<file path="src/rtl/attention_pkg.sv">
// Shared types and defaults for the attention head scheduler and accelerator.
package attention_pkg;

  localparam int unsigned NumReqDef   = 4;
  localparam int unsigned NumHeadsDef = 8;

  // Completion record fields are sized generously; the top slices to its own widths.
  localparam int unsigned CplIdW   = 8;
  localparam int unsigned CplHeadW = 8;

  typedef enum logic [1:0] {
    StIdle,
    StLaunch,
    StRun,
    StComplete
  } state_e;

  typedef struct packed {
    logic [CplIdW-1:0]   req_id;
    logic [CplHeadW-1:0] head;
    logic                timeout;
  } cpl_rec_t;

endpackage

</file>
<file path="src/rtl/rr_arbiter.sv">
// Combinational round-robin arbiter: the first requester at or after i_ptr (mod N) wins.
module rr_arbiter #(
  parameter  int unsigned N = 4,
  localparam int unsigned W = $clog2(N)
) (
  input  logic [N-1:0] i_req,
  input  logic [W-1:0] i_ptr,
  input  logic         i_enable,
  output logic [N-1:0] o_grant,
  output logic [W-1:0] o_winner
);

  logic         w_found;
  logic [W-1:0] w_idx;

  always_comb begin
    o_grant  = '0;
    o_winner = '0;
    w_found  = 1'b0;
    w_idx    = '0;
    for (int unsigned i = 0; i < N; i++) begin
      w_idx = W'((32'(i_ptr) + i) % N);
      if (i_enable && !w_found && i_req[w_idx]) begin
        w_found         = 1'b1;
        o_grant[w_idx]  = 1'b1;
        o_winner        = w_idx;
      end
    end
  end

endmodule

</file>
<file path="src/rtl/attention_head_scheduler.sv">
// Shares one attention accelerator among NUM_REQ requesters: round-robin grant,
// start pulse, watchdog-guarded wait for done, then a held completion record.
module attention_head_scheduler
  import attention_pkg::*;
#(
  parameter  int unsigned NUM_REQ        = NumReqDef,
  parameter  int unsigned NUM_HEADS      = NumHeadsDef,
  parameter  int unsigned TIMEOUT_CYCLES = 1048576,
  localparam int unsigned HEAD_W         = $clog2(NUM_HEADS),
  localparam int unsigned REQ_W          = $clog2(NUM_REQ),
  localparam int unsigned TO_W           = $clog2(TIMEOUT_CYCLES + 1)
) (
  input  logic                      i_clk,
  input  logic                      i_rst_n,
  input  logic                      i_enable,
  input  logic [NUM_REQ-1:0]        i_req_valid,
  input  logic [NUM_REQ*HEAD_W-1:0] i_req_head,
  output logic [NUM_REQ-1:0]        o_req_ready,
  output logic                      o_acc_start,
  output logic [HEAD_W-1:0]         o_acc_head,
  input  logic                      i_acc_done,
  output logic                      o_cpl_valid,
  input  logic                      i_cpl_ready,
  output logic [REQ_W-1:0]          o_cpl_req_id,
  output logic [HEAD_W-1:0]         o_cpl_head,
  output logic                      o_cpl_timeout,
  output logic                      o_busy
);

  state_e             r_state, w_state_d;
  logic [REQ_W-1:0]   r_ptr, r_req_id, w_winner, w_ptr_next;
  logic [HEAD_W-1:0]  r_head;
  logic [TO_W-1:0]    r_wdog;
  cpl_rec_t           r_cpl, w_cpl_d;
  logic               r_acc_start, r_cpl_valid, r_busy;
  logic [NUM_REQ-1:0] w_grant;
  logic               w_arb_en, w_accept, w_wdog_limit;

  // Gating with reset keeps req_ready low while rst_n is held, before any edge.
  assign w_arb_en = i_rst_n && i_enable && (r_state == StIdle);

  rr_arbiter #(
    .N(NUM_REQ)
  ) u_arb (
    .i_req   (i_req_valid),
    .i_ptr   (r_ptr),
    .i_enable(w_arb_en),
    .o_grant (w_grant),
    .o_winner(w_winner)
  );

  assign o_req_ready  = w_grant;
  assign w_accept     = |w_grant;
  assign w_ptr_next   = (w_winner == REQ_W'(NUM_REQ - 1)) ? '0 : w_winner + 1'b1;
  assign w_wdog_limit = (r_wdog == TO_W'(TIMEOUT_CYCLES - 1));

  always_comb begin
    w_state_d = r_state;
    w_cpl_d   = r_cpl;
    unique case (r_state)
      StIdle:   if (w_accept) w_state_d = StLaunch;
      StLaunch: w_state_d = StRun;
      StRun: begin
        // Done wins over a simultaneous watchdog expiry.
        if (i_acc_done || w_wdog_limit) begin
          w_state_d       = StComplete;
          w_cpl_d.req_id  = CplIdW'(r_req_id);
          w_cpl_d.head    = CplHeadW'(r_head);
          w_cpl_d.timeout = !i_acc_done;
        end
      end
      StComplete: if (i_cpl_ready) w_state_d = StIdle;
      default:    w_state_d = StIdle;
    endcase
  end

  always_ff @(posedge i_clk) begin
    if (!i_rst_n) begin
      r_state     <= StIdle;
      r_ptr       <= '0;
      r_req_id    <= '0;
      r_head      <= '0;
      r_wdog      <= '0;
      r_cpl       <= '0;
      r_acc_start <= 1'b0;
      r_cpl_valid <= 1'b0;
      r_busy      <= 1'b0;
    end else begin
      r_state     <= w_state_d;
      r_cpl       <= w_cpl_d;
      r_acc_start <= (w_state_d == StLaunch);
      r_cpl_valid <= (w_state_d == StComplete);
      r_busy      <= (w_state_d != StIdle);
      if (w_accept) begin
        r_ptr    <= w_ptr_next;
        r_req_id <= w_winner;
        r_head   <= i_req_head[w_winner*HEAD_W +: HEAD_W];
      end
      if (r_state == StLaunch) begin
        r_wdog <= '0;
      end else if (r_state == StRun) begin
        r_wdog <= r_wdog + 1'b1;
      end
    end
  end

  assign o_acc_start   = r_acc_start;
  assign o_acc_head    = r_head;
  assign o_cpl_valid   = r_cpl_valid;
  assign o_cpl_req_id  = r_cpl.req_id[REQ_W-1:0];
  assign o_cpl_head    = r_cpl.head[HEAD_W-1:0];
  assign o_cpl_timeout = r_cpl.timeout;
  assign o_busy        = r_busy;

endmodule

</file>
<file path="config.mk">
export PLATFORM = sky130hd
export DESIGN_NAME = attention_head_scheduler
export DESIGN_NICKNAME = d
export VERILOG_FILES = /design/src/rtl/attention_pkg.sv /design/src/rtl/rr_arbiter.sv /design/src/rtl/attention_head_scheduler.sv
export SDC_FILE = /design/constraint.sdc
export NUM_CORES = 1
export LEC_CHECK = 0
export ABC_AREA = 1
export CAP_MARGIN = 25
export CORE_AREA = 2 2 81 83
export CTS_BUF_LIST = sky130_fd_sc_hd__clkbuf_8 sky130_fd_sc_hd__clkbuf_16
export CTS_CLUSTER_SIZE = 14
export DETAILED_ROUTE_END_ITERATION = 10
export DIE_AREA = 0 0 83 85
export GPL_ROUTABILITY_DRIVEN = 1
export PLACE_DENSITY_LB_ADDON = 0.2
export SLEW_MARGIN = 20
export SYNTH_ARGS = -nofsm -noshare
export SYNTH_HDL_FRONTEND = slang
export SYNTH_SLANG_ARGS = --single-unit
</file>
<file path="constraint.sdc">
create_clock -name i_clk -period 3.11 [get_ports i_clk]
set_input_delay 0.4665 -clock i_clk [delete_from_list [all_inputs] [get_ports i_clk]]
set_output_delay 0.4665 -clock i_clk [all_outputs]
set_load 0.005 [all_outputs]
</file>
Word-level counts from Yosys, hierarchy flattened
Cells that the tools add are included.

Bits in registers: 39. Latch bits: 0. Bits in writable memories: 0. Bits in read-only memories: 0. Bits of input ports: 21. Output and inout bits: 16. Memories kept: 0.

Add/subtract/negate cells: 5. Multiply operators: 1. Divide/modulo/power cells: 0. $lt $le $gt $ge: 8. Equal/unequal tests: 7. Shift-type cells: 1. Multiplexer cells: 32. Bitwise operators: 4. Reductions and logical operators: 23.

Operators by type and width (count): adder 21 x 1 -> 21 bit (second input constant) (1); == test 21 x 20 -> 1 bit (second input constant) (1); 2-to-1 mux 2 bit (8); 2-to-1 mux 4 bit (4); logical AND 1 bit (13); < comparator 2 x 3 -> 1 bit (second input constant) (4); bitwise OR 4 bit (3); variable part select 12 x 5 -> 3 bit (1); 2-to-1 mux 1 bit (11); binary-select mux 1 bit (select 2 bit) (4); demux 1 bit (select 2 bit) (4); == test 2 bit (second input constant) (4); greater-or-equal comparator 2 x 1 -> 1 bit (second input constant) (4); case mux 2 bit (4 select lines) (1); adder 2 x 1 -> 2 bit (second input constant) (2); adder 2 bit (second input constant) (2); == test 2 x 1 -> 1 bit (second input constant) (2); logical NOT 1 bit (4); multiplier 2 x 2 -> 4 bit (second input constant) (1); OR reduction 4 bit (1); logical NOT 2 bit (1); AND reduction 2 bit (1); nonzero test 2 bit (1); OR reduction 2 bit (1); other kinds (2) (2).

Longest topological paths before layout
Depth after elaboration: 20. Gate-level depth with buffers: 16. Depth with buffers taken out: 16.

Hierarchy
From an unflattened synthesis, not the netlist that was laid out.

Cells, all modules: 340. Area total of the unflattened synthesis: 2363.5 sq um.

Modules (own cells, without submodules): attention_head_scheduler (times used 1, cells an instance 259, area an instance 1870.5 sq um, sequential area each 780.7 sq um); rr_arbiter (times used 1, cells an instance 81, area an instance 493.0 sq um, sequential area each 0.0 sq um).

Worst setup path before layout
OpenSTA, ideal clock, no wires.

Kind: register -> register. From: register r_ptr[0]. To: register r_ptr[1]. Setup time: 116 ps. Data arrival time: 2131 ps. Required time: 2994 ps. Slack: 863 ps. Cell stages (with the launch flop): 14. Buffers on the path: 0. Cells stage by stage: dfxtp_1 -> inv_2 -> ha_1 -> inv_1 -> nand3_1 -> nand2_2 -> nand3_4 -> nor2_4 -> nor2_1 -> nand2_4 -> nand2_4 -> ha_1 -> nor2_1 -> nor2_1.

Cells in the longest elaborated chain, start to end: 18. Elaborated cells on any way between the ends: 59. Classes of those cells: add/sub (4); order compare (8); eq/ne (1); mux (28); bitwise (3); reduce/logical (15).

Ends and longest elaborated chain: start: declaration (RTL line attention_head_scheduler.sv:31) `logic [REQ_W-1:0] r_ptr, r_req_id, w_winner, w_ptr_next;`; start signal: assignment (RTL line attention_head_scheduler.sv:95) `r_ptr <= w_ptr_next;`; binary-select mux 1 bit (select 2 bit) (RTL line rr_arbiter.sv:23) `if (i_enable && !w_found && i_req[w_idx]) begin`; 2-to-1 mux 1 bit (implied by the code) (RTL line rr_arbiter.sv:23); logical AND 1 bit (RTL line rr_arbiter.sv:23); 2-to-1 mux 1 bit (RTL line rr_arbiter.sv:23); logical NOT 1 bit (RTL line rr_arbiter.sv:23); logical AND 1 bit (2 in series) (RTL line rr_arbiter.sv:23); 2-to-1 mux 1 bit (RTL line rr_arbiter.sv:23); logical NOT 1 bit (RTL line rr_arbiter.sv:23); logical AND 1 bit (2 in series) (RTL line rr_arbiter.sv:23); 2-to-1 mux 1 bit (RTL line rr_arbiter.sv:23); logical NOT 1 bit (RTL line rr_arbiter.sv:23); logical AND 1 bit (2 in series) (RTL line rr_arbiter.sv:23); 2-to-1 mux 2 bit * (RTL line rr_arbiter.sv:23); via u_arb.o_winner[0] (RTL line rr_arbiter.sv:10) `output logic [W-1:0] o_winner`; adder 2 x 1 -> 2 bit / == test 2 bit (equally long branches) (RTL line attention_head_scheduler.sv:54) `assign w_ptr_next = (w_winner == REQ_W'(NUM_REQ - 1)) ? '0 : w_winner + 1'b1;`; 2-to-1 mux 2 bit * (RTL line attention_head_scheduler.sv:54); via w_ptr_next[1] (RTL line attention_head_scheduler.sv:31).

Mark *: on every way through the listed nets, which the timed path passes. The rest lies on a longest branch. The select of a mux whose other input is x is not followed. A chain may end at the register's enable or synchronous reset.

Worst setup path in the final report
From: register r_ptr[0]. To: output o_req_ready[0].

Cells in the longest elaborated chain, start to end: 16. Elaborated cells on any way between the ends: 51. Classes of those cells: add/sub (3); order compare (8); mux (23); bitwise (3); reduce/logical (14).

Ends and longest elaborated chain: branches (longest 15 deep; another with < comparator 2 x 3 -> 1 bit); 2-to-1 mux 4 bit * (RTL line rr_arbiter.sv:23); end: declaration (RTL line attention_head_scheduler.sv:18) `output logic [NUM_REQ-1:0] o_req_ready,`.

Every way passes the cells marked *. The select of a mux whose other input is x is not followed.

==> metrics.txt <==
status=finished, final reports clean; Yosys Warn Count=0; Routed WL=around 5.0 mm; Max rail drop VDD=0.2373 mV; Post-layout nets=401; Remaining DRCs=0; Placed Area=0.002728 sq mm; Post-CTS Setup Inserts=0; fin crit share=93.15%; CP Launch Type=flop; Slew Viols, Final=0; share of cells above drive strength 1=11.59%; share of the synthesized area in the top cell type=34.65%; Tmin final=approximately 2900 ps; root buf cell=clkbuf_8; antenna cells=0; pin count of the biggest net entering global routing=15; CTS HTree Levels=2; core area=0.006205 sq mm; ANT nets after route=0; Worst Hold Class=reg -> reg; static leakage=1.176 nW; Clock Tree Buf Depth=2; fin cells=448; Synth area leader=dfxtp_1; Req. time, crit path=2640 ps; clk_lat worst skew=290 ps; Hold Path Origin=o_cpl_req_id[0]$_SDFFE_PN0P_; vias in the first global route=2,083; Global Route Usage Sum=14.46%; clk_skew=1.660 ps; fill cell count=roughly 640; design area=0.002828 sq mm; num ports=37; most frequent cells in the layout=nand2_1 (79), nand3_1 (40), dfxtp_1 (39); Util after Layout=45.57%; slew of the pin with the lowest slew margin=about 400 ps; Final Hold Viols=0; hold endpoint=o_cpl_req_id[0]$_SDFFE_PN0P_; syn_nets=357; kind of critical path=reg -> out; Worst Setup End Kind=output pin; commonest non-fill, non-tap cell in the layout=nand2_1; total power draw=1.624 mW; post_cts resized=0; hold buffers post-CTS=0; global route total overflow=0; CP max FO=10; # clock sinks=39; CP arrival=~2400 ps; endpoints failing setup=0; flops & latches, synth=39; global-route wire length before repair=8.625 mm; die width=slightly above 80 um; antenna violations before repair=0; die height=between 80 and 90 um; register-to-register setup slack=860 ps; MaxCap Viol Count=0; dominant cells by area after synthesis=dfxtp_1 (35%), nand2_1 (13%), nand3_1 (8.9%); DR WL/cell=11.16 um; Cell Pwr Density=~570 mW/mm^2; Syn Area/Cell=6.912 sq um; FF-to-FF Start=r_ptr[0]$_SDFFE_PN0P_; drt initial violations=52; placer congestion estimate=0.7911; Initial Util=roughly 36%; placed cell count=440; vias per cell=4.817; drt first pass iters=4; total CTS buffers=5; CTS tree=yes; Netlist cell types=32; die area=0.007055 sq mm; mapped cell area=0.002253 sq mm; clk slew on worst S/H paths=70 ps; sequential share of the synthesized area=34.65%; setup_tns=0 ps; hold path depth=2; RSZ-0062 raised after global routing=false; via count=2,158; R2R depth=13; Syn Inst Count=326; worst rel slew slack=72.87%; FP Rows=29; Layout area overhead=25.49%; PortBufs=36; hpwl dp=3.909 mm; fmax=between 0.3 and 0.4 GHz; r2r endpoint=r_ptr[1]$_SDFFE_PN0P_
==> cell usage after synthesis <==
cell type  instances
a21oi_1           23
a21oi_2            1
a31o_2             1
buf_2              1
clkbuf_1           2
clkinv_1           1
dfxtp_1           39
ha_1              10
inv_1             37
inv_2              4
nand2_1           79
nand2_2            6
nand2_4            3
nand3_1           40
nand3_2            1
nand3_4            1
nand3b_1           2
nand4_1            7
nand4_2            4
nor2_1            28
nor2_2             5
nor2_4             3
nor3_1             6
nor3_2             1
nor3b_1            1
nor4_1             2
o21a_1             1
o21ai_0           12
o21bai_1           1
o221a_2            1
or2_2              1
xor2_1             2
==> kinds of logic (layout without fill, tap and decap cells) <==
kind of cell	after synthesis	after routing	share of synthesized area [%]
and+or+nand+nor	190	190	41.75
adders and majority gates	10	10	5.552
xor gates and xnor gates	2	2	0.7775
buffers and inverters	45	90	7.551
AOI/OAI and AO/OA	40	40	9.717
DFF	39	39	34.65
==> report_power, final <==
| group | internal, mW | leakage (nW) | switching [mW] |
|---|---|---|---|
| sequential | 0.558 | 0.316 | 0.0355 |
| clock | 0.199 | 0.0557 | 0.169 |
| combinational | 0.262 | 0.804 | 0.401 |
| total | 1.02 | 1.18 | 0.605 |
==> final cells by class <==
cell class | count | area (sq um) | share of cell area [%]
Multi-Input combinational cell | 242 | 1303 | 46.06
Timing Repair Buffer | 40 | 390.4 | 13.81
Clock inverter | 1 | 3.754 | 0.1327
Clock buffer | 7 | 96.34 | 3.407
Inverter | 42 | 157.7 | 5.575
Sequential cell | 39 | 780.7 | 27.61
Tap cell | 77 | 96.34 | 3.407
==> flip-flops by register name (all words and copies together) (netlist names) <==
| name | flops |
|---|---|
| o_acc_start | 1 |
| r_req_id | 2 |
| r_ptr | 2 |
| o_cpl_head | 3 |
| o_cpl_timeout | 1 |
| o_busy | 1 |
| o_cpl_req_id | 2 |
| r_state | 2 |
| o_acc_head | 3 |
| r_wdog | 21 |
| o_cpl_valid | 1 |
==> worst max-delay path, stage by stage, from the launching register on <==
cell and delay (ps):
dfxtp_1 350, inv_2 110, ha_1 350, inv_1 110
nand3_1 100, nand2_2 120, nand3_4 110, nor2_4 160
nand2_1 100, nand4_2 130, clkdlybuf4s50_1 510
==> stage by stage <==
step	setup WS, ps	hold slack (ps)
floorplan	863.1	439.3
global placement	343.8	453.8
detailed placement	317.9	457.6
CTS	211.2	468.4
global route	83.31	495.3
finish	213.0	465.0
==> worst max-delay path by stage <==
| stage | start | endpoint | slack [ps] | cells after the start |
|---|---|---|---|---|
| finish | r_ptr[0]$_SDFFE_PN0P_ | o_req_ready[0] | 210 | 10 |
| global route | r_ptr[1]$_SDFFE_PN0P_ | o_req_ready[1] | 80 | 10 |
| CTS | r_ptr[0]$_SDFFE_PN0P_ | o_req_ready[0] | 210 | 10 |
| detailed placement | i_rst_n | o_req_ready[1] | 320 | 8 |
| global placement | i_rst_n | o_req_ready[0] | 340 | 8 |
| floorplan | r_ptr[0]$_SDFFE_PN0P_ | r_ptr[1]$_SDFFE_PN0P_ | 860 | 13 |
==> layer usage <==
metal / GRT usage (%) / share of wire [%] / wire (um) / vias to the layer above
li1: - / - / - / 1154
met1: 16.00 / 45 / 2259 / 951
met2: 27.13 / 49 / 2440 / 44
met3: 3.502 / 4.4 / 221 / 9
met4: 4.769 / 1.6 / 80 / 0
met5: 0 / 0 / 0 / -
Note: power is estimated with default switching activity, not from simulation.
